==> src/rtl/kronos_mem_arbiter.sv <==
// kronos_mem_arbiter: shares one wishbone-style memory port between the
// instruction-fetch master (read-only) and the load/store master (read/write).
// One transaction is outstanding at a time, and the grant is held until mem_ack.
// The data side has priority. A starvation counter forces an instruction grant
// after STARVE_LIMIT consecutive instruction losses.
// Optional feature: define KRONOS_ARB_TIMEOUT_EN to enable a bus-timeout error-ack
// after TIMEOUT_CYCLES owned cycles without mem_ack.
module kronos_mem_arbiter #(
  parameter int STARVE_LIMIT   = 4,
  parameter int TIMEOUT_CYCLES = 64
) (
  input  logic        clk,
  input  logic        rstz,
  input  logic        instr_req,
  input  logic [31:0] instr_addr,
  output logic        instr_ack,
  output logic [31:0] instr_data,
  input  logic        data_req,
  input  logic [31:0] data_addr,
  input  logic [31:0] data_wr_data,
  input  logic [3:0]  data_mask,
  input  logic        data_we,
  output logic        data_ack,
  output logic [31:0] data_rd_data,
  output logic        mem_req,
  output logic [31:0] mem_addr,
  output logic [31:0] mem_wr_data,
  output logic [3:0]  mem_mask,
  output logic        mem_we,
  input  logic        mem_ack,
  input  logic [31:0] mem_rd_data,
  output logic        bus_err
);

  typedef enum logic [1:0] {IDLE, INSTR, DATA} state_t;

  localparam logic [3:0] LIMIT = 4'(STARVE_LIMIT);

  state_t     state, state_nxt;
  logic [3:0] starve_cnt, starve_nxt;
  logic       timeout;
  logic       both_req;

  assign both_req = instr_req && data_req;

`ifdef KRONOS_ARB_TIMEOUT_EN
  localparam logic [15:0] WAIT_LAST = 16'(TIMEOUT_CYCLES - 1);

  logic [15:0] wait_cnt;

  // Wait counter: held at 0 in IDLE, counts owned cycles that pass without mem_ack.
  always_ff @(posedge clk or negedge rstz) begin
    if (!rstz)                wait_cnt <= '0;
    else if (state == IDLE)   wait_cnt <= '0;
    else if (!mem_ack)        wait_cnt <= wait_cnt + 16'd1;
  end

  // A real mem_ack in the last allowed cycle wins over the timeout.
  assign timeout = (state != IDLE) && !mem_ack && (wait_cnt == WAIT_LAST);
`else
  logic unused_timeout_cfg;

  // TIMEOUT_CYCLES only matters when the timeout feature is built in.
  assign unused_timeout_cfg = ^TIMEOUT_CYCLES;
  assign timeout            = 1'b0;
`endif

  assign bus_err = timeout;

  // State and starvation-counter registers; reset abandons any in-flight bus cycle.
  always_ff @(posedge clk or negedge rstz) begin
    // NOTE: sequential state uses non-blocking assignments so every register
    // samples the values from before the edge, whatever the statement order.
    if (!rstz) begin
      state      <= IDLE;
      starve_cnt <= '0;
    end else begin
      state      <= state_nxt;
      starve_cnt <= starve_nxt;
    end
  end

  // Arbitration, owner muxing of the bus, and ack/read-data routing.
  always_comb begin
    // NOTE: every output is given a default first, so no path through the case
    // leaves a signal unassigned and no latch is inferred.
    state_nxt    = state;
    starve_nxt   = starve_cnt;
    mem_req      = 1'b0;
    mem_addr     = '0;
    mem_wr_data  = '0;
    mem_mask     = '0;
    mem_we       = 1'b0;
    instr_ack    = 1'b0;
    instr_data   = '0;
    data_ack     = 1'b0;
    data_rd_data = '0;

    case (state)
      IDLE: begin
        if (data_req && !(both_req && starve_cnt == LIMIT)) begin
          state_nxt = DATA;
          // A data win over a waiting fetch is one more instruction loss.
          // It cannot pass LIMIT because at LIMIT the fetch wins instead.
          if (both_req) starve_nxt = starve_cnt + 4'd1;
        end else if (instr_req) begin
          state_nxt  = INSTR;
          starve_nxt = '0;
        end
      end

      INSTR: begin
        mem_req  = 1'b1;
        mem_addr = instr_addr;
        mem_mask = 4'hF;
        if (mem_ack) begin
          instr_ack  = 1'b1;
          instr_data = mem_rd_data;
          state_nxt  = IDLE;
        end else if (timeout) begin
          instr_ack = 1'b1;
          state_nxt = IDLE;
        end
      end

      DATA: begin
        mem_req     = 1'b1;
        mem_addr    = data_addr;
        mem_wr_data = data_wr_data;
        mem_mask    = data_mask;
        mem_we      = data_we;
        if (mem_ack) begin
          data_ack     = 1'b1;
          data_rd_data = mem_rd_data;
          state_nxt    = IDLE;
        end else if (timeout) begin
          data_ack  = 1'b1;
          state_nxt = IDLE;
        end
      end

      default: state_nxt = IDLE;
    endcase
  end

endmodule

==> config.mk <==
export PLATFORM = sky130hd
export DESIGN_NAME = kronos_mem_arbiter
export DESIGN_NICKNAME = d
export VERILOG_FILES = /design/src/rtl/kronos_mem_arbiter.sv
export SDC_FILE = /design/constraint.sdc
export NUM_CORES = 1
export LEC_CHECK = 0
export ABC_CLOCK_PERIOD_IN_PS = 1700
export CORE_AREA = 4 4 103 105
export CTS_CLUSTER_DIAMETER = 100
export CTS_CLUSTER_SIZE = 14
export DETAILED_ROUTE_END_ITERATION = 16
export DIE_AREA = 0 0 107 109
export MAX_ROUTING_LAYER = met4
export PLACE_DENSITY_LB_ADDON = 0.08
export SLEW_MARGIN = 10
export SYNTH_ARGS = -nofsm -noshare
export SYNTH_HDL_FRONTEND = slang
export SYNTH_SLANG_ARGS = --single-unit
==> constraint.sdc <==
create_clock -name clk -period 1.7 [get_ports clk]
set_input_delay 0.425 -clock clk [delete_from_list [all_inputs] [get_ports clk]]
set_output_delay 0.425 -clock clk [all_outputs]
set_load 0.02 [all_outputs]
## Word level (Yosys, flattened, before mapping)

Cells that the tools add are included.

| cells by class | value |
|---|---|
| add/sub/neg operators | 1 |
| multiply operators | 0 |
| div/mod/pow operators | 0 |
| order comparisons | 0 |
| equality and inequality tests | 6 |
| shift operators | 0 |
| multiplexer cells | 18 |
| bitwise logic cells | 0 |
| reduce and logical (&&, ||, !) cells | 9 |

Operators with widths:

| cell | number |
|---|---|
| $mux W32 | 4 |
| $pmux W32 S2 | 1 |
| $mux W4 | 3 |
| $pmux W4 S2 | 1 |
| $mux W2 | 3 |
| $mux W1 | 5 |
| $add A4 B1 Y4 const B | 1 |
| $eq A4 B3 Y1 const B | 1 |
| $pmux W2 S2 | 1 |
| $logic_and A1 B1 Y1 | 3 |
| $ne A3 B3 Y1 const B | 1 |
| $reduce_and A3 Y1 | 1 |
| $eq A2 B1 Y1 const B | 1 |
| $eq A2 B2 Y1 const B | 1 |
| $logic_not A2 Y1 | 1 |
| $ne A2 B1 Y1 const B | 1 |
| $ne A2 B2 Y1 const B | 1 |
| $reduce_and A2 Y1 | 1 |
| $reduce_bool A2 Y1 | 1 |
| $reduce_or A2 Y1 | 1 |
| $logic_not A1 Y1 | 1 |

| word-level totals | value |
|---|---|
| register bits | 6 |
| bits in latches | 0 |
| memory bits (writable) | 0 |
| ROM bits | 0 |
| input port bits | 138 |
| output and inout bits | 137 |
| logic and storage cells | 36 |
| memories | 0 |

## Depth between registers and ports, before layout

| logic depth | value |
|---|---|
| depth after elaboration | 6 |
| mapped depth | 6 |
| gate-level depth less buffers | 5 |

## Worst setup path before layout

No wires, ideal clock.

| timing | value |
|---|---|
| path type | register to output |
| from | reg state[0] |
| to | out mem_addr[0] |
| arrival time | 1494 ps |
| required time | 1275 ps |
| setup slack | -219 ps |
| stages on the path, launching flop included | 5 |
| path buffers | 1 |
| cell sequence | dfrtp_1 > inv_1 > ha_1 > clkbuf_1 > nor2b_1 |

| between the ends | value |
|---|---|
| longest elaborated chain between the ends | 2 |

Ends and longest elaborated chain:

| what | RTL line | RTL |
|---|---|---|
| start, declared | 39 | `state_t state, state_nxt;` |
| start signal, assigned | 78 | `state <= state_nxt;` |
| $eq A2 B2 Y1 or $eq A2 B1 Y1 (tied branches) | 99 | `case (state)` |
| $pmux W32 S2 * | 99 |  |
| end, declared | 26 | `output logic [31:0] mem_addr,` |

Every way passes the cells marked *; elsewhere a longest branch is shown, timed or not.

## Final worst setup path

| timing | value |
|---|---|
| from | reg state[0] |
| to | out mem_addr[9] |

Same word-level chain as after synthesis.

==> qor.csv <==
metric;value;unit
status;finished with violations;
failed_checks;negative setup slack;
final_util;60.22;%
grt.total_usage;17.06;%
hold_violations;0;
power;7.461;mW
fin_ws;-0.3537;ns
post_drt_via_cell_ratio;4.451;
max_freq;486.9;MHz
synth_nets;388;
first_pass_grt_wire_length;15.60;mm
post_synth_inst_count;244;
drive_gt1_share;55.27;%
initial_drt_markers;107;
power-per-cell-area;1285;nW/um^2
die-height;109;um
path_buf_inv;4;
timing.final.max_slew_violations;0;
fp.dieArea;11660;sq um
cts_max_level;1;
yosys_warnings;0;
leakage;2.597;nW
worst-endpoint-arrival;1.63;ns
n_fill_cell;841;
grt_antenna_before_repair;0;
net_count_reported_at_finish;696;
grt_pass1_vias;2935;
ctsHoldBuffers;0;
wire_per_inst;17.18;um
start_util;17.24;%
summed_negative_setup_slack_over_all_endpoints;-36.22;ns
area.growth.synth_to_final;249.3;%
number_of_clock_sinks_seen_by_cts;6;
post_synthesis_instance_area;1662;sq um
cts-root-to-sink-buffers;2;
timing.critical_path.to_type;output port;
setup.worst_path.class;flip-flop to output port;
path_delay_family;buffers and inverters;
setup-violations-final;138;
largest_net_degree_at_the_start_of_global_routing;27;
clk_root_buffer_cell;sky130_fd_sc_hd__clkbuf_8;
flop_and_latch_count_out_of_synthesis;6;
die_x;107;um
num_io_pins;275;
post_layout_nonfiller_instances;683;
routed_wl;11.74;mm
diodes;0;
detail-route-antenna-nets;0;
cts.reportedPaths.clkPinSlew;0.04;ns
finalHoldWorstSlack;0.4468;ns
critical_path.startpoint_type;flip-flop;
critical_path.max_stage_delay;0.38;ns
finClkSkew;0.002940;ns
crit_top_cell;sky130_fd_sc_hd__buf_6;
synth.avg_cell_area;6.810;sq um
drt_pre_antenna_iters;4;
cap_violations;0;
final.period_utilization;120.8;%
vdd.ir_drop.worst;0.0006090;V
cts-buffers-inserted;3;
crit_required;1.27;ns
place.detailed.hpwl;8.544;mm
critical_path.cell_chain;inv_2, ha_4, buf_6, clkbuf_16, a22oi_2, nor2b_4, buf_6;
cts_tree;yes;
final_critical_period;2.054;ns
port-buffer-count;273;
critical-path-slowest-cell;sky130_fd_sc_hd__dfrtp_1;
finalWeightedCongestion;0.8140;
placement.setup.worst_slack;-0.7032;ns
holdCritPathClass;input pin to asynchronous set/reset pin;
row_count;36;
drc;0;
placed_cell_area;4970;sq um
worstSkewPairLatency;0.23;ns
detailroute.via_count;3040;
core-area;9639;sq um
grt_remaining_overflow;0;
path_max_fanout;5;
rsz0062_at_grt;yes;
final_cell_area;5804;sq um
synth_cell_types;27;
share_of_synthesized_area_occupied_by_flip_flops_and_latches;9.036;%
placedCellCount;643;
-- cells by family after synthesis --
| logic type | count (synthesis) | share of synthesized area, % |
|---|---|---|
| AO/OA/AOI/OAI | 42 | 17.92 |
| adder cells (fa/ha/maj) | 6 | 4.518 |
| buffers and inverters | 35 | 9.940 |
| flip-flops | 6 | 9.036 |
| multiplexers | 4 | 2.711 |
| other | 1 | 0.2257 |
| AND/OR/NAND/NOR | 150 | 55.65 |
-- power by group --
| part | internal, mW | switching (mW) |
|---|---|---|
| Combinational | 3.98 | 3.00 |
| Sequential | 0.200 | 0.0633 |
| Clock | 0.153 | 0.0693 |
-- area by class of cell --
cell class	count	area [sq um]	share of cell area, %
well taps	133	166.4	2.867
multi-input cells	203	1944	33.50
repair buffers	333	3483	60.01
clock buffers	3	41.29	0.7114
inverters	5	18.77	0.3233
flip-flops and latches	6	150.1	2.587
-- flip-flops by register name, indices dropped and copies added (netlist names) --
register and flops:
state 2, starve_cnt 4
-- routing by layer --
layer  track usage, %  up-vias  share of wire, %
met1            18.92     1417                37
met2            31.97      144                54
met3            3.434       11               7.4
li1                 -     1468                 -
met4            3.014        0               1.1
met5                -        -                 0
-- cells in the final DEF, fill, tap and decap left out, types with 3 or more instances in the layout --
master / synthesis / routed
sky130_fd_sc_hd__clkdlybuf4s50_1: 0 / 136
sky130_fd_sc_hd__a21oi_2: 1 / 3
sky130_fd_sc_hd__a22oi_1: 32 / 4
sky130_fd_sc_hd__nand3_1: 4 / 4
sky130_fd_sc_hd__and2_1: 35 / 34
sky130_fd_sc_hd__clkbuf_8: 0 / 3
sky130_fd_sc_hd__ha_4: 0 / 3
sky130_fd_sc_hd__mux2i_1: 3 / 3
sky130_fd_sc_hd__nor2b_1: 36 / 3
sky130_fd_sc_hd__clkdlybuf4s15_2: 0 / 20
sky130_fd_sc_hd__buf_12: 0 / 13
sky130_fd_sc_hd__buf_6: 0 / 89
sky130_fd_sc_hd__inv_1: 5 / 3
sky130_fd_sc_hd__and3_4: 0 / 29
sky130_fd_sc_hd__buf_2: 11 / 12
sky130_fd_sc_hd__buf_4: 5 / 54
sky130_fd_sc_hd__a22oi_2: 0 / 28
sky130_fd_sc_hd__nor2b_4: 0 / 31
sky130_fd_sc_hd__and3_1: 64 / 33
sky130_fd_sc_hd__o21ai_0: 3 / 3
sky130_fd_sc_hd__buf_8: 0 / 3
sky130_fd_sc_hd__dfrtp_1: 6 / 6
sky130_fd_sc_hd__nand2_1: 5 / 5
-- cells in the mapped netlist --
| cell type | number | area [sq um] |
|---|---|---|
| sky130_fd_sc_hd__mux2i_1 | 3 | 30.03 |
| sky130_fd_sc_hd__and2b_1 | 1 | 7.510 |
| sky130_fd_sc_hd__a21boi_0 | 1 | 7.510 |
| sky130_fd_sc_hd__conb_1 | 1 | 3.750 |
| sky130_fd_sc_hd__ha_1 | 6 | 75.07 |
| sky130_fd_sc_hd__and2_1 | 35 | 219.0 |
| sky130_fd_sc_hd__nor2_1 | 1 | 3.750 |
| sky130_fd_sc_hd__o21ai_0 | 3 | 15.01 |
| sky130_fd_sc_hd__nand2b_1 | 1 | 6.260 |
| sky130_fd_sc_hd__a21oi_1 | 4 | 20.02 |
| sky130_fd_sc_hd__nand2_1 | 5 | 18.77 |
| sky130_fd_sc_hd__nand4_1 | 1 | 6.260 |
| sky130_fd_sc_hd__buf_4 | 5 | 37.54 |
| sky130_fd_sc_hd__dfrtp_1 | 6 | 150.1 |
| sky130_fd_sc_hd__nand3_1 | 4 | 20.02 |
| sky130_fd_sc_hd__a21oi_2 | 1 | 8.760 |
| sky130_fd_sc_hd__and3b_1 | 1 | 8.760 |
| sky130_fd_sc_hd__clkbuf_2 | 1 | 5.000 |
| sky130_fd_sc_hd__mux2_4 | 1 | 15.01 |
| sky130_fd_sc_hd__and3_1 | 64 | 400.4 |
| sky130_fd_sc_hd__a22oi_1 | 32 | 240.2 |
| sky130_fd_sc_hd__inv_1 | 5 | 18.77 |
| sky130_fd_sc_hd__clkbuf_1 | 13 | 48.80 |
| sky130_fd_sc_hd__nand4b_1 | 1 | 8.760 |
| sky130_fd_sc_hd__nor2b_1 | 36 | 225.2 |
| sky130_fd_sc_hd__a31oi_1 | 1 | 6.260 |
| sky130_fd_sc_hd__buf_2 | 11 | 55.05 |
-- what timing repair did --
item                       CTS  global route
setup buffers               12            20
gates resized for setup    554           245
setup endpoints to repair  137           138
pin swaps                    1             9
cloned                       2             3
-- worst register-to-register path: cells and delay by family, from the launching register on --
kind / cells / cell delay [ns]
buffers and inverters: 4 / 0.47
DFF: 1 / 0.38
muxes: 1 / 0.31
adders and majority gates: 1 / 0.25
and+or+nand+nor: 1 / 0.15
AOI/OAI and AO/OA: 1 / 0.14
-- path summary, 6_finish.rpt --
check                              startpoint  slack (ns)  cells past startpoint            end
worst max-delay path                 state[0]       -0.35                      7    mem_addr[9]
worst min register to register  starve_cnt[2]        0.53                      1  starve_cnt[2]
min in group clk                starve_cnt[2]        0.53                      1  starve_cnt[2]
worst min-delay path                     rstz        0.45                      1  starve_cnt[3]
worst max register to register       state[0]       -0.12                      8       state[0]
max in group asynchronous                rstz        1.03                      1       state[0]
Power figures use the tool's default switching activity.
